==> src/rtl/usb_apb_master_if.sv <==
// Command/response stream plus APB3 bus bundle for usb_apb_master.
// master: the initiator's view; slave: the host/peripheral side.
interface usb_apb_master_if #(
    parameter int ADDR_W = 40,
    parameter int DATA_W = 32
);
    logic              cmd_valid;
    logic              cmd_ready;
    logic              cmd_write;
    logic [ADDR_W-1:0] cmd_addr;
    logic [DATA_W-1:0] cmd_wdata;

    logic              rsp_valid;
    logic              rsp_ready;
    logic [DATA_W-1:0] rsp_rdata;
    logic              rsp_err;
    logic              rsp_timeout;

    logic              busy;

    logic              psel;
    logic              penable;
    logic [ADDR_W-1:0] paddr;
    logic              pwrite;
    logic [DATA_W-1:0] pwdata;
    logic [DATA_W-1:0] prdata;
    logic              pready;
    logic              pslverr;

    modport master (
        input  cmd_valid,
        input  cmd_write,
        input  cmd_addr,
        input  cmd_wdata,
        input  rsp_ready,
        input  prdata,
        input  pready,
        input  pslverr,
        output cmd_ready,
        output rsp_valid,
        output rsp_rdata,
        output rsp_err,
        output rsp_timeout,
        output busy,
        output psel,
        output penable,
        output paddr,
        output pwrite,
        output pwdata
    );

    modport slave (
        output cmd_valid,
        output cmd_write,
        output cmd_addr,
        output cmd_wdata,
        output rsp_ready,
        output prdata,
        output pready,
        output pslverr,
        input  cmd_ready,
        input  rsp_valid,
        input  rsp_rdata,
        input  rsp_err,
        input  rsp_timeout,
        input  busy,
        input  psel,
        input  penable,
        input  paddr,
        input  pwrite,
        input  pwdata
    );
endinterface

==> src/rtl/usb_apb_master.sv <==
// APB3 initiator for the USB-channel register bus: one command in,
// one APB transfer, one response out, with wait states and timeout.
module usb_apb_master #(
    parameter int ADDR_W         = 40,
    parameter int DATA_W         = 32,
    parameter int TIMEOUT_CYCLES = 256
) (
    input logic clk,
    input logic reset,
    usb_apb_master_if.master bus
);

    localparam bit TO_EN = (TIMEOUT_CYCLES > 0);
    localparam int CNT_W =
        TO_EN ? (($clog2(TIMEOUT_CYCLES + 1) > 0)
                 ? $clog2(TIMEOUT_CYCLES + 1) : 1)
              : 1;
    localparam logic [CNT_W-1:0] CNT_LAST =
        CNT_W'(TO_EN ? TIMEOUT_CYCLES - 1 : 0);
    localparam logic [CNT_W-1:0] CNT_MAX = '1;

    typedef enum logic [1:0] {
        IDLE,
        SETUP,
        ACCESS,
        RESP
    } state_t;

    state_t state_q, state_d;

    logic              psel_q, psel_d;
    logic              penable_q, penable_d;
    logic              pwrite_q, pwrite_d;
    logic [ADDR_W-1:0] paddr_q, paddr_d;
    logic [DATA_W-1:0] pwdata_q, pwdata_d;
    logic              rsp_valid_q, rsp_valid_d;
    logic [DATA_W-1:0] rsp_rdata_q, rsp_rdata_d;
    logic              rsp_err_q, rsp_err_d;
    logic              rsp_to_q, rsp_to_d;
    logic [CNT_W-1:0]  cnt_q, cnt_d;

    always_ff @(posedge clk) begin
        if (reset) begin
            state_q     <= IDLE;
            psel_q      <= 1'b0;
            penable_q   <= 1'b0;
            pwrite_q    <= 1'b0;
            paddr_q     <= '0;
            pwdata_q    <= '0;
            rsp_valid_q <= 1'b0;
            rsp_rdata_q <= '0;
            rsp_err_q   <= 1'b0;
            rsp_to_q    <= 1'b0;
            cnt_q       <= '0;
        end else begin
            state_q     <= state_d;
            psel_q      <= psel_d;
            penable_q   <= penable_d;
            pwrite_q    <= pwrite_d;
            paddr_q     <= paddr_d;
            pwdata_q    <= pwdata_d;
            rsp_valid_q <= rsp_valid_d;
            rsp_rdata_q <= rsp_rdata_d;
            rsp_err_q   <= rsp_err_d;
            rsp_to_q    <= rsp_to_d;
            cnt_q       <= cnt_d;
        end
    end

    always_comb begin
        state_d     = state_q;
        psel_d      = psel_q;
        penable_d   = penable_q;
        pwrite_d    = pwrite_q;
        paddr_d     = paddr_q;
        pwdata_d    = pwdata_q;
        rsp_valid_d = rsp_valid_q;
        rsp_rdata_d = rsp_rdata_q;
        rsp_err_d   = rsp_err_q;
        rsp_to_d    = rsp_to_q;
        cnt_d       = cnt_q;

        unique case (state_q)
            IDLE: begin
                if (bus.cmd_valid) begin
                    pwrite_d  = bus.cmd_write;
                    paddr_d   = bus.cmd_addr;
                    pwdata_d  = bus.cmd_wdata;
                    psel_d    = 1'b1;
                    penable_d = 1'b0;
                    state_d   = SETUP;
                end
            end
            SETUP: begin
                penable_d = 1'b1;
                cnt_d     = '0;
                state_d   = ACCESS;
            end
            ACCESS: begin
                // pready wins over an abort landing in the same cycle
                if (bus.pready) begin
                    psel_d      = 1'b0;
                    penable_d   = 1'b0;
                    rsp_rdata_d = pwrite_q ? '0 : bus.prdata;
                    rsp_err_d   = bus.pslverr;
                    rsp_to_d    = 1'b0;
                    rsp_valid_d = 1'b1;
                    state_d     = RESP;
                end else if (TO_EN && cnt_q == CNT_LAST) begin
                    psel_d      = 1'b0;
                    penable_d   = 1'b0;
                    rsp_rdata_d = '0;
                    rsp_err_d   = 1'b1;
                    rsp_to_d    = 1'b1;
                    rsp_valid_d = 1'b1;
                    state_d     = RESP;
                end else if (cnt_q != CNT_MAX) begin
                    cnt_d = cnt_q + 1'b1;
                end
            end
            RESP: begin
                if (bus.rsp_ready) begin
                    rsp_valid_d = 1'b0;
                    state_d     = IDLE;
                end
            end
            default: state_d = IDLE;
        endcase
    end

    assign bus.cmd_ready   = (state_q == IDLE);
    assign bus.busy        = (state_q != IDLE);
    assign bus.psel        = psel_q;
    assign bus.penable     = penable_q;
    assign bus.pwrite      = pwrite_q;
    assign bus.paddr       = paddr_q;
    assign bus.pwdata      = pwdata_q;
    assign bus.rsp_valid   = rsp_valid_q;
    assign bus.rsp_rdata   = rsp_rdata_q;
    assign bus.rsp_err     = rsp_err_q;
    assign bus.rsp_timeout = rsp_to_q;

endmodule

==> src/flat_wrapper.sv <==
// flat-port wrapper written by rule: the top's interface ports become plain ports
module usb_apb_master_flat 
#(
    parameter int ADDR_W         = 40,
    parameter int DATA_W         = 32,
    parameter int TIMEOUT_CYCLES = 256
)
  (clk, reset, bus_cmd_valid, bus_cmd_write, bus_cmd_addr, bus_cmd_wdata, bus_rsp_ready, bus_prdata, bus_pready, bus_pslverr, bus_cmd_ready, bus_rsp_valid, bus_rsp_rdata, bus_rsp_err, bus_rsp_timeout, bus_busy, bus_psel, bus_penable, bus_paddr, bus_pwrite, bus_pwdata);
  usb_apb_master_if #(.ADDR_W(ADDR_W), .DATA_W(DATA_W)) bus_i ();
  input logic clk;
  input logic reset;
  input wire logic [$bits(bus_i.cmd_valid)-1:0] bus_cmd_valid;
  input wire logic [$bits(bus_i.cmd_write)-1:0] bus_cmd_write;
  input wire logic [$bits(bus_i.cmd_addr)-1:0] bus_cmd_addr;
  input wire logic [$bits(bus_i.cmd_wdata)-1:0] bus_cmd_wdata;
  input wire logic [$bits(bus_i.rsp_ready)-1:0] bus_rsp_ready;
  input wire logic [$bits(bus_i.prdata)-1:0] bus_prdata;
  input wire logic [$bits(bus_i.pready)-1:0] bus_pready;
  input wire logic [$bits(bus_i.pslverr)-1:0] bus_pslverr;
  output wire logic [$bits(bus_i.cmd_ready)-1:0] bus_cmd_ready;
  output wire logic [$bits(bus_i.rsp_valid)-1:0] bus_rsp_valid;
  output wire logic [$bits(bus_i.rsp_rdata)-1:0] bus_rsp_rdata;
  output wire logic [$bits(bus_i.rsp_err)-1:0] bus_rsp_err;
  output wire logic [$bits(bus_i.rsp_timeout)-1:0] bus_rsp_timeout;
  output wire logic [$bits(bus_i.busy)-1:0] bus_busy;
  output wire logic [$bits(bus_i.psel)-1:0] bus_psel;
  output wire logic [$bits(bus_i.penable)-1:0] bus_penable;
  output wire logic [$bits(bus_i.paddr)-1:0] bus_paddr;
  output wire logic [$bits(bus_i.pwrite)-1:0] bus_pwrite;
  output wire logic [$bits(bus_i.pwdata)-1:0] bus_pwdata;
  assign bus_i.cmd_valid = bus_cmd_valid;
  assign bus_i.cmd_write = bus_cmd_write;
  assign bus_i.cmd_addr = bus_cmd_addr;
  assign bus_i.cmd_wdata = bus_cmd_wdata;
  assign bus_i.rsp_ready = bus_rsp_ready;
  assign bus_i.prdata = bus_prdata;
  assign bus_i.pready = bus_pready;
  assign bus_i.pslverr = bus_pslverr;
  assign bus_cmd_ready = bus_i.cmd_ready;
  assign bus_rsp_valid = bus_i.rsp_valid;
  assign bus_rsp_rdata = bus_i.rsp_rdata;
  assign bus_rsp_err = bus_i.rsp_err;
  assign bus_rsp_timeout = bus_i.rsp_timeout;
  assign bus_busy = bus_i.busy;
  assign bus_psel = bus_i.psel;
  assign bus_penable = bus_i.penable;
  assign bus_paddr = bus_i.paddr;
  assign bus_pwrite = bus_i.pwrite;
  assign bus_pwdata = bus_i.pwdata;
  usb_apb_master #(.ADDR_W(ADDR_W), .DATA_W(DATA_W), .TIMEOUT_CYCLES(TIMEOUT_CYCLES)) u_core (.clk(clk), .reset(reset), .bus(bus_i));
endmodule
==> config.mk <==
export PLATFORM = sky130hd
export DESIGN_NAME = usb_apb_master_flat
export DESIGN_NICKNAME = d
export VERILOG_FILES = /design/src/rtl/usb_apb_master_if.sv /design/src/rtl/usb_apb_master.sv /design/src/flat_wrapper.sv
export SDC_FILE = /design/constraint.sdc
export NUM_CORES = 1
export LEC_CHECK = 0
export ABC_AREA = 0
export ABC_CLOCK_PERIOD_IN_PS = 2400
export BUFFER_PORTS_ARGS = -buffer_cell sky130_fd_sc_hd__buf_4
export CORE_ASPECT_RATIO = 0.9
export CORE_MARGIN = 4
export CORE_UTILIZATION = 45
export DETAILED_ROUTE_END_ITERATION = 16
export MAX_ROUTING_LAYER = met4
export PLACE_DENSITY = 0.79
export SYNTH_ARGS = -nofsm -noshare
export SYNTH_HDL_FRONTEND = slang
export SYNTH_SLANG_ARGS = --single-unit
==> constraint.sdc <==
create_clock -name clk -period 2.4 [get_ports clk]
set_clock_uncertainty 0.1 [all_clocks]
set_input_delay 0.48 -clock clk [delete_from_list [all_inputs] [get_ports clk]]
set_output_delay 0.48 -clock clk [all_outputs]
set_load 0.02 [all_outputs]
# Word-level counts from Yosys, hierarchy flattened
# Cells that the tools add are included.
[totals]
elab_cells = 61
out_inout_bits = 112
reg_bits = 121
[classes]
add_sub_neg = 1
n_reduce_logical = 14
n_eq_ne = 11
mux = 24
[op_table]
columns = ["op", "count"]
rows = [
  ["$mux 32", 3],
  ["$mux 9", 3],
  ["$pmux 9 s2", 1],
  ["$reduce_and 3->1", 4],
  ["$reduce_bool 2->1", 5],
  ["$add 9x1->9 const B", 1],
  ["$eq 9x8->1 const B", 1],
  ["$mux 1", 9],
  ["$ne 9x9->1 const B", 1],
  ["$mux 2", 4],
  ["$ne 2x2->1 const B", 4],
  ["$pmux 2 s4", 1],
  ["$eq 2x2->1 const B", 2],
  ["$pmux 1 s2", 2],
  ["$reduce_and 2->1", 2],
  ["$reduce_and 4->1", 1],
  ["$ne 3x2->1 const B", 1],
  ["$pmux 1 s3", 1],
  ["$reduce_bool 3->1", 1],
  ["$eq 2x1->1 const B", 1],
  ["$logic_not 2->1", 1],
  ["$ne 2x1->1 const B", 1],
]

# Logic depth before layout (Yosys ltp)
[depth]
depth_word = 5
depth_mapped = 8
ltp_nobuf = 7

# Worst setup path before layout
# No wires, ideal clock.
[synth_path]
kind = "reg2reg"
from = "register u_core.cnt_q[0]"
to = "register u_core.cnt_q[5]"
path_slack_ns = 0.279
stages_incl_launch_ff = 9
t_required_ns = 2.228
n_path_buf = 1
arrival_ns = 1.949
path_cell_list = "dfxtp_1 ha_1 nand3_1 nor2_1 ha_1 or4b_1 buf_2 a211oi_2 mux2i_1"
[synth_via]
elab_chain_cells = 5
[synth_lines]
columns = ["item", "line_no", "source"]
rows = [
  ["from (decl)", "usb_apb_master.sv:40", "logic [CNT_W-1:0] cnt_q, cnt_d;"],
  ["from (signal assigned)", "usb_apb_master.sv:66", "cnt_q <= cnt_d;"],
  ["$add 9x1->9", "usb_apb_master.sv:118", "cnt_d = cnt_q + 1'b1;"],
  ["$mux 9", "usb_apb_master.sv:117", "end else if (cnt_q != CNT_MAX) begin"],
  ["$mux 9", "usb_apb_master.sv:109", "end else if (TO_EN && cnt_q == CNT_LAST) begin"],
  ["$mux 9", "usb_apb_master.sv:101", "if (bus.pready) begin"],
  ["$pmux 9 s2", "usb_apb_master.sv:83", "unique case (state_q)"],
]
# Several ways; a longest one is shown, not always the timed one. The select of a mux whose other input is x is not followed.
# A chain may end at the register's enable or synchronous reset.

# Final worst setup path
[layout_path]
from = "register u_core.cnt_q[0]"
to = "register u_core.cnt_q[8]"
# Same word-level chain as after synthesis.

==> metrics.cfg <==
[clock_tree]
hold_buffers=0
tritoncts=built
cts.sinks=121
cts_resized=0
htreeDepth=4
cts_setup_buffers=0
cts-root-buf=clkbuf_8
clk_path_buf_depth=2
clk_pin_slew_worst_paths_ps=60
clock_latency_ps=490
cts_buffers=17

[global_route]
grtUsageTotal_pct=23.4
grt_max_degree=63
antenna_found_initial=0
grt.overflow.total=0
grt_pass1_vias=4500
grt_pass1_wl_mm=21.3

[routing]
drtPass1Iterations=5
route.detailed.drc=0
vias=4588
dr.first_iter.drc_count=273
wl_mm=13.5
ant_nets=0
detail_route.wl_per_cell_um=15.1
vias_per_cell=5.13

[sta]
tightest_slew_ps=645
whs_ps=131
rsz0062_at_grt=false
max_freq_ghz=0.450
final.period_utilization_pct=92.5
hold_viol_final=0
slew-limit-headroom_pct=56.9
fin_setup_tns_ps=0
finalSetupViolCount=0
worst_slack_ps=179
fin_crit_ps=2220
finalMaxSlewViolations=0

[floorplan]
die_area_um2=11700
start_util_pct=46.4
ios=223
fp.dieW_um=114
fp.dieH_um=103
rows=34
core_area_um2=9740

[synthesis]
netlist_top_cells_area=dfxtp_1, nand2_1, a21oi_1, a22oi_1, nand3_1
synth_compound_area_share_pct=16.8
yosysSeqAreaShare_pct=53.6
yosysTopAreaCell=dfxtp_1
synth_top_area_share_pct=53.6
ys.flop_type=dfxtp_1
syn_nets=664
synthAdderAreaFrac_pct=1.94
synth_edf_count=0
synth_top_family_by_area=simple AND/OR/NAND/NOR gates
synth-async-reset-ratio_pct=0
syn_inst=546
synth_warnings=0
ys_ff_latch=121
synth_xor_area_share_pct=0
avgSynthCellArea_um2=8.28
yosys.area_share.simple_pct=22.0
syn_area_um2=4520
synth_mux_area_share_pct=1.55
ys_types=35

[final_layout]
areaGrowthSynthToFinish_pct=52.6
drive_gt1_share_pct=35.4
layout_common_cells=buf_4, nand2_1, dfxtp_1
final_nets=874
final_common_cell=buf_4
n_antenna_cell=0

[worst_setup_path]
worstSetupPathType=flop to flop
cpMaxStageDelayCell=nor4b_2
cp_common_cell=ha_1
cp.arrival_ps=2500
ff2ff_setup_slack_ps=180
crit_chain=ha_1, nand3_1, nor2_1, ha_1, buf_4, nor4b_2, nor3_1, a211oi_1
critPathLaunchType=flop
cp-end-kind=flop
critPathMaxStageDelay_ps=450
required_ps=2680
worst-path-max-fanout=7

[power]
p_leak_uw=0.00305
ir_drop_uv=730
p_per_area_nw_per_um2=1090

[placed_design]
io_buffers=222
post-place-ws_ps=115
dpl.hpwl_mm=9.75
gp_congestion=0.811

[min_path]
hp-class=input pin to flop

[outcome]
status=finished clean

[job]
maxCapViolCount=0

## power breakdown
part | internal (µW) | switching, µW
Sequential | 2350 | 190
Combinational | 979 | 1450
Clock | 1660 | 887
Total | 4990 | 2530
## per-stage QoR
step	utilization (%)	cells	cell area, µm²	total power (µW)
after floorplan	-	546	4520	3990
after global placement	64.6	863	6290	4910
after detailed placement	64.6	863	6290	5010
after CTS	70.7	895	6890	7580
after global routing	70.8	895	6900	7910
final	70.8	895	6900	7520
## synth_stat cells (all sizes together), types with 2 or more instances
master / count
nand2: 168
nor3b: 2
o21a: 4
dfxtp: 121
nor2b: 3
inv: 5
clkbuf: 26
nor3: 3
a211oi: 5
nand3: 25
mux2i: 7
nor4b: 2
o21ai: 5
buf: 14
a21oi: 92
a22oi: 17
nand2b: 2
nor2: 19
ha: 7
or3: 7
## sequential cells by signal (all words and copies together), names as in the netlist
register	flops
u_core.bus.rsp_valid	1
u_core.cnt_q	9
u_core.bus.rsp_rdata	32
u_core.bus.pwdata	32
u_core.bus.paddr	40
u_core.bus.penable	1
u_core.bus.pwrite	1
u_core.bus.rsp_timeout	1
u_core.bus.psel	1
u_core.bus.rsp_err	1
u_core.state_q	2
## metal layers
| layer | vias to the layer above | global-route usage (%) | wire length, µm |
|---|---|---|---|
| met5 | - | - | 0 |
| met4 | 0 | 7.30 | 157 |
| met3 | 14 | 6.28 | 1050 |
| met2 | 169 | 39.5 | 6790 |
| met1 | 2144 | 27.4 | 5520 |
| li1 | 2261 | - | - |
## path summary, 6_finish.rpt
| path | startpoint | end | cells past startpoint |
|---|---|---|---|
| hold reg to reg | u_core.bus.rsp_rdata[26]$_SDFFE_PP0P_ | u_core.bus.rsp_rdata[26]$_SDFFE_PP0P_ | 2 |
| hold / removal | bus_cmd_wdata[25] | u_core.bus.pwdata[25]$_SDFFE_PP0P_ | 3 |
| setup / recovery | u_core.cnt_q[0]$_SDFFE_PP0P_ | u_core.cnt_q[8]$_SDFFE_PP0P_ | 8 |
| setup reg to reg | u_core.cnt_q[0]$_SDFFE_PP0P_ | u_core.cnt_q[8]$_SDFFE_PP0P_ | 8 |
## area by class of cell
cell class	count	area, µm²
fillers	758	2850
flip-flops and latches	121	2420
multi-input cells	380	1920
repair buffers	231	1770
clock buffers	21	459
well taps	126	158
clock inverters	11	144
inverters	5	18.8
## worst max-delay path, delay by kind of cell (launching register included)
| kind | cells | cell delay [ps] |
|---|---|---|
| buffers and inverters | 1 | 160 |
| adder cells (fa/ha/maj) | 2 | 460 |
| flip-flops | 1 | 330 |
| AND/OR/NAND/NOR | 4 | 750 |
| AO/OA/AOI/OAI | 1 | 320 |
## kinds of logic (layout without fill, tap and decap cells)
logic type               count (synthesis)  after routing
AND/OR/NAND/NOR                        236            236
AO/OA/AOI/OAI                          130            130
flip-flops                             121            121
adder cells (fa/ha/maj)                  7              7
multiplexers                             7              7
buffers and inverters                   45            268
No activity file was read; power rests on OpenSTA's default activity.
